<file path="src/rtl/jc_pkg.sv">
// Shared FSM state codes and the Johnson legal-code check for the ring sequencer.
package jc_pkg;

    localparam logic [1:0] ST_IDLE  = 2'd0;
    localparam logic [1:0] ST_RUN   = 2'd1;
    localparam logic [1:0] ST_DRAIN = 2'd2;
    localparam logic [1:0] ST_DONE  = 2'd3;

    localparam int JC_MAX_W = 32;

    // A Johnson code has at most one 0/1 boundary between adjacent bits (non-circular).
    function automatic logic jc_is_legal(input logic [JC_MAX_W-1:0] code, input int width);
        int edges;
        edges = 0;
        for (int i = 0; i < JC_MAX_W - 1; i++) begin
            if (i < width - 1 && code[i] != code[i+1]) begin
                edges++;
            end
        end
        return (edges <= 1);
    endfunction

endpackage

</file>
<file path="src/rtl/jc_seq_ctrl_if.sv">
// Command/status bundle between a host and the Johnson ring sequencer.
interface jc_seq_ctrl_if #(
    parameter int WIDTH = 4,
    parameter int REV_W = 8,
    parameter int DIV_W = 8
);
    logic             start;
    logic [REV_W-1:0] cfg_revs;
    logic [DIV_W-1:0] cfg_div;
    logic             cfg_dir;
    logic             stop_req;
    logic             busy;
    logic             done;
    logic [WIDTH-1:0] q;
    logic             step;
    logic             wrap;
    logic             err_illegal;

    modport master (
        output start, cfg_revs, cfg_div, cfg_dir, stop_req,
        input  busy, done, q, step, wrap, err_illegal
    );

    modport slave (
        input  start, cfg_revs, cfg_div, cfg_dir, stop_req,
        output busy, done, q, step, wrap, err_illegal
    );
endinterface

</file>
<file path="src/rtl/jc_core.sv">
// Johnson ring register: shifts one position per adv in the chosen direction, clr wins over adv.
module jc_core
    import jc_pkg::*;
#(
    parameter int WIDTH = 4
) (
    input  logic             clk,
    input  logic             rst_n,
    input  logic             adv,
    input  logic             dir,
    input  logic             clr,
    output logic [WIDTH-1:0] q,
    output logic             legal
);

    logic [WIDTH-1:0] q_reg;
    logic [WIDTH-1:0] q_next;
    logic [WIDTH-1:0] shift_dn;
    logic [WIDTH-1:0] shift_up;

    genvar gi;
    generate
        for (gi = 0; gi < WIDTH - 1; gi++) begin : g_shift
            assign shift_dn[gi]   = q_reg[gi+1];
            assign shift_up[gi+1] = q_reg[gi];
        end
    endgenerate

    // Twisted feedback: the bit falling off one end re-enters inverted at the other.
    assign shift_dn[WIDTH-1] = ~q_reg[0];
    assign shift_up[0]       = ~q_reg[WIDTH-1];

    always_comb begin
        q_next = q_reg;
        if (clr) begin
            q_next = '0;
        end else if (adv) begin
            q_next = dir ? shift_up : shift_dn;
        end
    end

    always_ff @(posedge clk or negedge rst_n) begin
        if (!rst_n) begin
            q_reg <= '0;
        end else begin
            q_reg <= q_next;
        end
    end

    assign q     = q_reg;
    assign legal = jc_is_legal(JC_MAX_W'(q), WIDTH);

endmodule

</file>
<file path="src/rtl/jc_seq_ctrl.sv">
// Run controller for a Johnson ring: start/stop FSM, step prescaler, revolution counter, status pulses.
module jc_seq_ctrl
    import jc_pkg::*;
#(
    parameter int WIDTH = 4,
    parameter int REV_W = 8,
    parameter int DIV_W = 8
) (
    input  logic          clk,
    input  logic          rst_n,
    jc_seq_ctrl_if.slave  bus
);

    logic [1:0]       state_reg, state_next;
    logic [DIV_W-1:0] presc_reg, presc_next;
    logic [REV_W-1:0] rev_reg, rev_next;
    logic [REV_W-1:0] revs_reg, revs_next;
    logic [DIV_W-1:0] div_reg, div_next;
    logic             dir_reg, dir_next;
    logic             step_reg, step_next;
    logic             wrap_reg, wrap_next;
    logic             done_reg, done_next;
    logic             err_reg, err_next;

    logic             core_adv;
    logic             core_clr;
    logic [WIDTH-1:0] ring_q;
    logic             ring_legal;

    logic             tick;
    logic             stop_run;
    logic [REV_W-1:0] rev_inc;
    logic [WIDTH-1:0] last_code;

    jc_core #(.WIDTH(WIDTH)) u_core (
        .clk   (clk),
        .rst_n (rst_n),
        .adv   (core_adv),
        .dir   (dir_reg),
        .clr   (core_clr),
        .q     (ring_q),
        .legal (ring_legal)
    );

    assign tick     = (presc_reg == div_reg);
    assign stop_run = (state_reg == ST_RUN) && bus.stop_req;
    assign rev_inc  = rev_reg + 1'b1;
    // The code one step before all-zero; advancing from it completes a revolution.
    assign last_code = dir_reg ? {1'b1, {(WIDTH-1){1'b0}}} : {{(WIDTH-1){1'b0}}, 1'b1};

    always_comb begin
        state_next = state_reg;
        presc_next = presc_reg;
        rev_next   = rev_reg;
        revs_next  = revs_reg;
        div_next   = div_reg;
        dir_next   = dir_reg;
        err_next   = err_reg;
        step_next  = 1'b0;
        wrap_next  = 1'b0;
        done_next  = 1'b0;
        core_adv   = 1'b0;
        core_clr   = 1'b0;
        case (state_reg)
            ST_IDLE: begin
                if (bus.start) begin
                    state_next = ST_RUN;
                    revs_next  = bus.cfg_revs;
                    div_next   = bus.cfg_div;
                    dir_next   = bus.cfg_dir;
                    presc_next = '0;
                    rev_next   = '0;
                    err_next   = 1'b0;
                    core_clr   = 1'b1;
                end
            end
            ST_RUN, ST_DRAIN: begin
                if (!ring_legal) begin
                    err_next   = 1'b1;
                    core_clr   = 1'b1;
                    state_next = ST_DONE;
                    done_next  = 1'b1;
                end else if (stop_run && ring_q == '0) begin
                    state_next = ST_DONE;
                    done_next  = 1'b1;
                end else begin
                    presc_next = tick ? '0 : presc_reg + 1'b1;
                    core_adv   = tick;
                    step_next  = tick;
                    if (tick && ring_q == last_code) begin
                        wrap_next = 1'b1;
                        rev_next  = rev_inc;
                        // A stop arriving on a wrap edge is already drained, so it finishes here.
                        if (state_reg == ST_DRAIN || stop_run ||
                            (revs_reg != '0 && rev_inc == revs_reg)) begin
                            state_next = ST_DONE;
                            done_next  = 1'b1;
                        end
                    end else if (stop_run) begin
                        state_next = ST_DRAIN;
                    end
                end
            end
            ST_DONE: begin
                state_next = ST_IDLE;
                if (!ring_legal) begin
                    err_next = 1'b1;
                    core_clr = 1'b1;
                end
            end
            default: state_next = ST_IDLE;
        endcase
    end

    always_ff @(posedge clk or negedge rst_n) begin
        if (!rst_n) begin
            state_reg <= ST_IDLE;
            presc_reg <= '0;
            rev_reg   <= '0;
            revs_reg  <= '0;
            div_reg   <= '0;
            dir_reg   <= 1'b0;
            step_reg  <= 1'b0;
            wrap_reg  <= 1'b0;
            done_reg  <= 1'b0;
            err_reg   <= 1'b0;
        end else begin
            state_reg <= state_next;
            presc_reg <= presc_next;
            rev_reg   <= rev_next;
            revs_reg  <= revs_next;
            div_reg   <= div_next;
            dir_reg   <= dir_next;
            step_reg  <= step_next;
            wrap_reg  <= wrap_next;
            done_reg  <= done_next;
            err_reg   <= err_next;
        end
    end

    assign bus.busy        = (state_reg != ST_IDLE);
    assign bus.done        = done_reg;
    assign bus.q           = ring_q;
    assign bus.step        = step_reg;
    assign bus.wrap        = wrap_reg;
    assign bus.err_illegal = err_reg;

endmodule

</file>
<file path="src/flat_wrapper.sv">
// flat-port wrapper written by rule: the top's interface ports become plain ports
module jc_seq_ctrl_flat import jc_pkg::*;
#(
    parameter int WIDTH = 4,
    parameter int REV_W = 8,
    parameter int DIV_W = 8
)
  (clk, rst_n, bus_start, bus_cfg_revs, bus_cfg_div, bus_cfg_dir, bus_stop_req, bus_busy, bus_done, bus_q, bus_step, bus_wrap, bus_err_illegal);
  jc_seq_ctrl_if #(.WIDTH(WIDTH), .REV_W(REV_W), .DIV_W(DIV_W)) bus_i ();
  input  logic clk;
  input  logic rst_n;
  input wire logic [$bits(bus_i.start)-1:0] bus_start;
  input wire logic [$bits(bus_i.cfg_revs)-1:0] bus_cfg_revs;
  input wire logic [$bits(bus_i.cfg_div)-1:0] bus_cfg_div;
  input wire logic [$bits(bus_i.cfg_dir)-1:0] bus_cfg_dir;
  input wire logic [$bits(bus_i.stop_req)-1:0] bus_stop_req;
  output wire logic [$bits(bus_i.busy)-1:0] bus_busy;
  output wire logic [$bits(bus_i.done)-1:0] bus_done;
  output wire logic [$bits(bus_i.q)-1:0] bus_q;
  output wire logic [$bits(bus_i.step)-1:0] bus_step;
  output wire logic [$bits(bus_i.wrap)-1:0] bus_wrap;
  output wire logic [$bits(bus_i.err_illegal)-1:0] bus_err_illegal;
  assign bus_i.start = bus_start;
  assign bus_i.cfg_revs = bus_cfg_revs;
  assign bus_i.cfg_div = bus_cfg_div;
  assign bus_i.cfg_dir = bus_cfg_dir;
  assign bus_i.stop_req = bus_stop_req;
  assign bus_busy = bus_i.busy;
  assign bus_done = bus_i.done;
  assign bus_q = bus_i.q;
  assign bus_step = bus_i.step;
  assign bus_wrap = bus_i.wrap;
  assign bus_err_illegal = bus_i.err_illegal;
  jc_seq_ctrl #(.WIDTH(WIDTH), .REV_W(REV_W), .DIV_W(DIV_W)) u_core (.clk(clk), .rst_n(rst_n), .bus(bus_i));
endmodule
</file>
<file path="config.mk">
export PLATFORM = sky130hd
export DESIGN_NAME = jc_seq_ctrl_flat
export DESIGN_NICKNAME = d
export VERILOG_FILES = /design/src/rtl/jc_pkg.sv /design/src/rtl/jc_seq_ctrl_if.sv /design/src/rtl/jc_core.sv /design/src/rtl/jc_seq_ctrl.sv /design/src/flat_wrapper.sv
export SDC_FILE = /design/constraint.sdc
export NUM_CORES = 1
export LEC_CHECK = 0
export BUFFER_PORTS_ARGS = -buffer_cell sky130_fd_sc_hd__buf_2
export CORE_MARGIN = 2
export CORE_UTILIZATION = 65
export CTS_BUF_LIST = sky130_fd_sc_hd__clkbuf_8
export DETAILED_ROUTE_END_ITERATION = 7
export PLACE_DENSITY = 0.88
export SYNTH_ARGS = -nofsm -noshare
export SYNTH_HDL_FRONTEND = slang
export SYNTH_HIERARCHICAL = 1
export SYNTH_SLANG_ARGS = --single-unit
</file>
<file path="constraint.sdc">
create_clock -name clk -period 7.4 [get_ports clk]
set_input_delay 1.11 -clock clk [delete_from_list [all_inputs] [get_ports clk]]
set_output_delay 1.11 -clock clk [all_outputs]
set_load 0.005 [all_outputs]
</file>
# After elaboration in Yosys (flattened, before gate mapping)

Index checks and enable logic that the tools add are counted.

Add/subtract/negate cells: 4
Magnitude comparators: 1
Eq/ne operators: 16
Multiplexer cells: 41
Bitwise operators: 2
Reductions and logical operators: 19

Operators with widths:

| cell                                                                    | number |
|---|---|
| 32-bit by 2-bit adder with 32-bit output (second input constant)        | 2 |
| 32-bit two-way mux                                                      | 2 |
| 8-bit two-way mux                                                       | 7 |
| 32-bit by 2-bit <= comparator with 1-bit output (second input constant) | 1 |
| 8-bit one-hot mux with 2 select lines                                   | 2 |
| 1-bit two-way mux                                                       | 17 |
| 8-bit by 1-bit adder with 8-bit output (second input constant)          | 2 |
| 8-bit equality test                                                     | 2 |
| 4-bit two-way mux                                                       | 4 |
| 2-bit two-way mux                                                       | 6 |
| 5-bit != test (second input constant)                                   | 2 |
| 2-bit != test (second input constant)                                   | 4 |
| 8-bit nonzero test                                                      | 1 |
| 2-bit one-hot mux with 3 select lines                                   | 1 |
| 2-bit nonzero test                                                      | 3 |
| 5-bit AND reduction                                                     | 1 |
| 2-bit equality test (second input constant)                             | 2 |
| 4-bit equality test                                                     | 1 |
| 1-bit logical AND                                                       | 4 |
| 4-bit zero test                                                         | 1 |
| 1-bit one-hot mux with 2 select lines                                   | 2 |
| 2-bit AND reduction                                                     | 2 |
| 4-bit AND reduction                                                     | 1 |
| 1-bit != test                                                           | 3 |
| 8 further kinds                                                         | 10 |

Register bits after elaboration: 43
Input port bits: 21
Output and inout bits: 9
Logic and storage cells: 94

# Depth between registers and ports, before layout

Depth in word-level cells: 11
Depth in mapped cells: 12
Gate-level depth less buffers: 10

# Cells and area by module

Netlist, hierarchy kept.

By module, submodules not included:

| module      | instances | cells an instance | area an instance (µm²) | seq. area each (µm²) |
|---|---|---|---|---|
| jc_seq_ctrl | 1         | 217               | 2218.4                 | 975.9 |
| jc_core     | 1         | 29                | 269.0                  | 100.1 |

# Worst setup path after synthesis

OpenSTA, ideal clock, no wires.

Kind: flip-flop to flip-flop
Start point: register u_core.u_core.q_reg[1], in the netlist u_core/u_core/q[1]
End point: register u_core.rev_reg[3]
Arrival time: 2.575 ns
Required time: 7.331 ns
Slack: 4.756 ns
Stages on the path, launching flop included: 12
Path buffers: 1
Clock period less this slack: 2.644 ns
Cells stage by stage: dfrtp_1 -> xor2_1 -> inv_1 -> ha_1 -> o21ai_1 -> o21a_1 -> clkbuf_1 -> o211ai_1 -> a21o_1 -> a21o_1 -> or4b_1 -> nand3_1

Cells in the longest elaborated chain, start to end: 9

Ends and longest elaborated chain:

| what                                                        | RTL line           | RTL |
|---|---|---|
| start: declaration                                          | jc_core.sv:16      | `logic [WIDTH-1:0] q_reg;` |
| start signal: assignment                                    | jc_core.sv:46      | `q_reg <= q_next;` |
| 1-bit != test                                               | jc_pkg.sv:16       | `if (i < width - 1 && code[i] != code[i+1]) begin` |
| 1-bit two-way mux                                           | jc_pkg.sv:16       |  |
| 32-bit by 2-bit adder with 32-bit output                    | jc_pkg.sv:17       | `edges++;` |
| 32-bit two-way mux *                                        | jc_pkg.sv:16       |  |
| 32-bit by 2-bit adder with 32-bit output                    | jc_pkg.sv:17       |  |
| 32-bit two-way mux *                                        | jc_pkg.sv:16       |  |
| 32-bit by 2-bit <= comparator with 1-bit output *           | jc_pkg.sv:20       | `return (edges <= 1);` |
| net u_core.ring_legal                                       | jc_seq_ctrl.sv:28  | `logic ring_legal;` |
| 2-bit by 1-bit != test with 1-bit output (no source line) * | n/a                |  |
| 5-bit AND reduction (no source line) *                      | n/a                |  |
| end signal: assignment                                      | jc_seq_ctrl.sv:130 | `rev_reg <= rev_next;` |
| end: declaration                                            | jc_seq_ctrl.sv:16  | `logic [REV_W-1:0] rev_reg, rev_next;` |

The timed path passes the listed nets; every way through them passes the cells marked *.
A chain may end at the register's enable or synchronous reset.

# Worst setup path in the final report

Start point: register u_core.u_core.q_reg[1], in the netlist u_core/u_core/q[1]
End point: register u_core.rev_reg[6]

Same word-level chain as after synthesis.

==> out/metrics.csv <==
metric,value,unit
status,"complete, no violations",
cts_tree,built,
syn2layout_area_growth,11.1,%
cts_made_buffers,5,
leakagePower,1.26,nW
critical_path_class,reg2reg,
cp.arrival,3.37,ns
cts_repair_resize_count,0,
grt_pass1_wl,8440,um
start_util,67.9,%
synth_most_common_cell,dfrtp_1,
ctsHtreeMaxLevel,2,
wl_per_cell,14.7,um
die_area,4340,sq um
critical_path.startpoint_type,flop,
sequentialPowerShare,37.1,%
netlist_area,2490,sq um
drtPass1Iterations,5,
drt-total-wl,4710,um
slew_headroom,38.6,%
fin_tns_setup,0,ns
dpl-instance-area,2650,sq um
cts_sinks,43,
final_nets,301,
ant_nets,0,
combPwrFrac,46.7,%
pwr_density_cell,417,nW/um^2
avgSynthCellArea,10.1,sq um
netlist.area_leader.share,43.3,%
chipHeight,65.9,um
grt_setup_unrepaired,no,
fin_area,2760,sq um
r2r_end,u_core/rev_reg[6],
tightest_slew,0.921,ns
vdd_drop_max,240,uV
via_per_inst,6.02,
drc,0,
hpwlAfterDp,3410,um
worstSetupEndpoint,u_core/rev_reg[6],
hold_viol,0,
synth-edff-count,0,
cts-root-buf,clkbuf_8,
reg2reg_slack,4.26,ns
switchingPower,470,uW
synth_common_cells,"43 x dfrtp_1, 27 x nand2_1, 17 x mux2_2",
yosysSeqAreaShare,43.3,%
rows,22,
period_minus_slack,3.14,ns
antenna_found_initial,0,
post-route-util,75.5,%
vias,1933,
p_clk_share,16.2,%
path_max_fanout,16,
cp.required,7.63,ns
clock_skew,0.0101,ns
clockBufferDepth,2,
portBuffers,29,
grt_pass1_vias,1904,
endpoint_kind,flop,
setup_viol,0,
place_congestion,0.849,
postSynthCellCount,246,
min_period_over_period,42.4,%
drtIter0Drc,189,
async_flop_share,100,%
gr-total-overflow,0,
fin_hold_ws,0.531,ns
final_layout_size_suffix_gt1_share,22.3,%
r2r_cells,10,
ys_seq_elements,43,
switching_share,40.7,%
io_pins,30,
grt_usage,25.3,%
core,3660,sq um
clk_pin_slew_worst_paths,0.08,ns
synth_nets,275,
grt_start_max_net_pins,44,
fmax,319,MHz
max-cap-violations,0,
total_power,1.15,mW
synth_area_leader_cell,dfrtp_1,
hold_buffers,0,
synth_warnings,6,
min-delay-start,u_core/div_reg[3],
r2r_start,u_core/u_core/q[1],
critPathLaunch,u_core/u_core/q[1],
ys_top_cells_by_area,"dfrtp_1 43%, mux2_2 7.7%, nand2_1 4.1%",
diodes,0,
synth_ff_type,dfrtp_1,
p_int,684,uW
netlist-cell-type-count,48,
hold_path.class,reg2reg,
clk_latency,0.30,ns
drv_slew,0,
die_x,65.9,um
post-cts-setup-buffers,0,
[cell type report]
type,count,area [sq um]
well taps,48,60.1
multi-input cells,185,1340
repair buffers,29,145
flip-flops and latches,43,1080
clock buffers,6,82.6
inverters,8,30.0
fillers,257,897
clock inverters,2,35.0
[placed cells by master, fill, tap and decap left out, types with 2 or more instances in the layout]
master | Yosys | routed
a211oi_1 | 3 | 3
a21o_1 | 3 | 3
a21oi_1 | 5 | 5
and2_1 | 2 | 2
and3_1 | 5 | 5
buf_2 | 3 | 29
clkbuf_8 | 0 | 6
dfrtp_1 | 43 | 43
ha_1 | 8 | 8
inv_1 | 8 | 8
mux2_2 | 17 | 17
mux2i_1 | 4 | 4
nand2_1 | 27 | 27
nand2b_1 | 6 | 6
nand3_1 | 11 | 11
nand3b_1 | 6 | 6
nand4b_1 | 2 | 2
nor2_1 | 11 | 11
nor3_1 | 2 | 2
nor4_2 | 2 | 2
o211ai_1 | 3 | 3
o21ai_0 | 13 | 13
o21bai_1 | 2 | 2
o221ai_1 | 4 | 4
o2bb2ai_1 | 3 | 3
o31ai_1 | 3 | 3
or4_1 | 2 | 2
or4b_1 | 4 | 4
xnor2_1 | 10 | 10
xor2_1 | 11 | 11
[stage by stage]
step	cells	setup slack, ns
after floorplan	246	4.76
after global placement	313	4.48
after detailed placement	313	4.32
after CTS	321	4.31
after global routing	321	3.99
final	321	4.26
[worst max-delay path: stages, from the launching register on]
cell	delay, ns
dfrtp_1	0.51
xor2_1	0.22
inv_1	0.07
ha_1	0.27
o21ai_1	0.15
o21a_1	0.29
o211ai_1	0.22
a21o_1	0.37
a21o_1	0.36
or4b_1	0.51
nand3_1	0.10
[cells by family after synthesis]
family	after synthesis	synth area share [%]
fa+ha+maj	8	4.02
mux	21	9.31
flops	43	43.3
buf+inv	18	3.07
compound gates	49	13.7
xor+xnor	21	7.39
simple gates	86	19.2
[per-layer routing]
metal | track usage [%] | part of all wire, % | wire length, um
met1 | 32.4 | 45 | 2110
met2 | 42.6 | 50 | 2350
met3 | 3.92 | 4.5 | 212
met4 | 10.9 | 0.85 | 40
met5 | 0 | 0 | 0
[worst min-delay path by stage]
stage / to / slack (ns) / cells after the start
floorplan: u_core/rev_reg[1] / 0.49 / 2
global route: u_core/div_reg[3] / 0.55 / 1
CTS: u_core/div_reg[2] / 0.54 / 1
finish: u_core/div_reg[3] / 0.53 / 1
global placement: u_core/div_reg[6] / 0.51 / 1
detailed placement: u_core/div_reg[2] / 0.52 / 1
[power groups by stage]
stage / Sequential (mW) / Combinational, mW / Clock [mW]
floorplan: 0.392 / 0.470 / 0
global placement: 0.422 / 0.516 / 0
detailed placement: 0.429 / 0.536 / 0
CTS: 0.427 / 0.540 / 0.191
global route: 0.444 / 0.611 / 0.199
finish: 0.428 / 0.538 / 0.187
No activity file was read; power rests on OpenSTA's default activity.
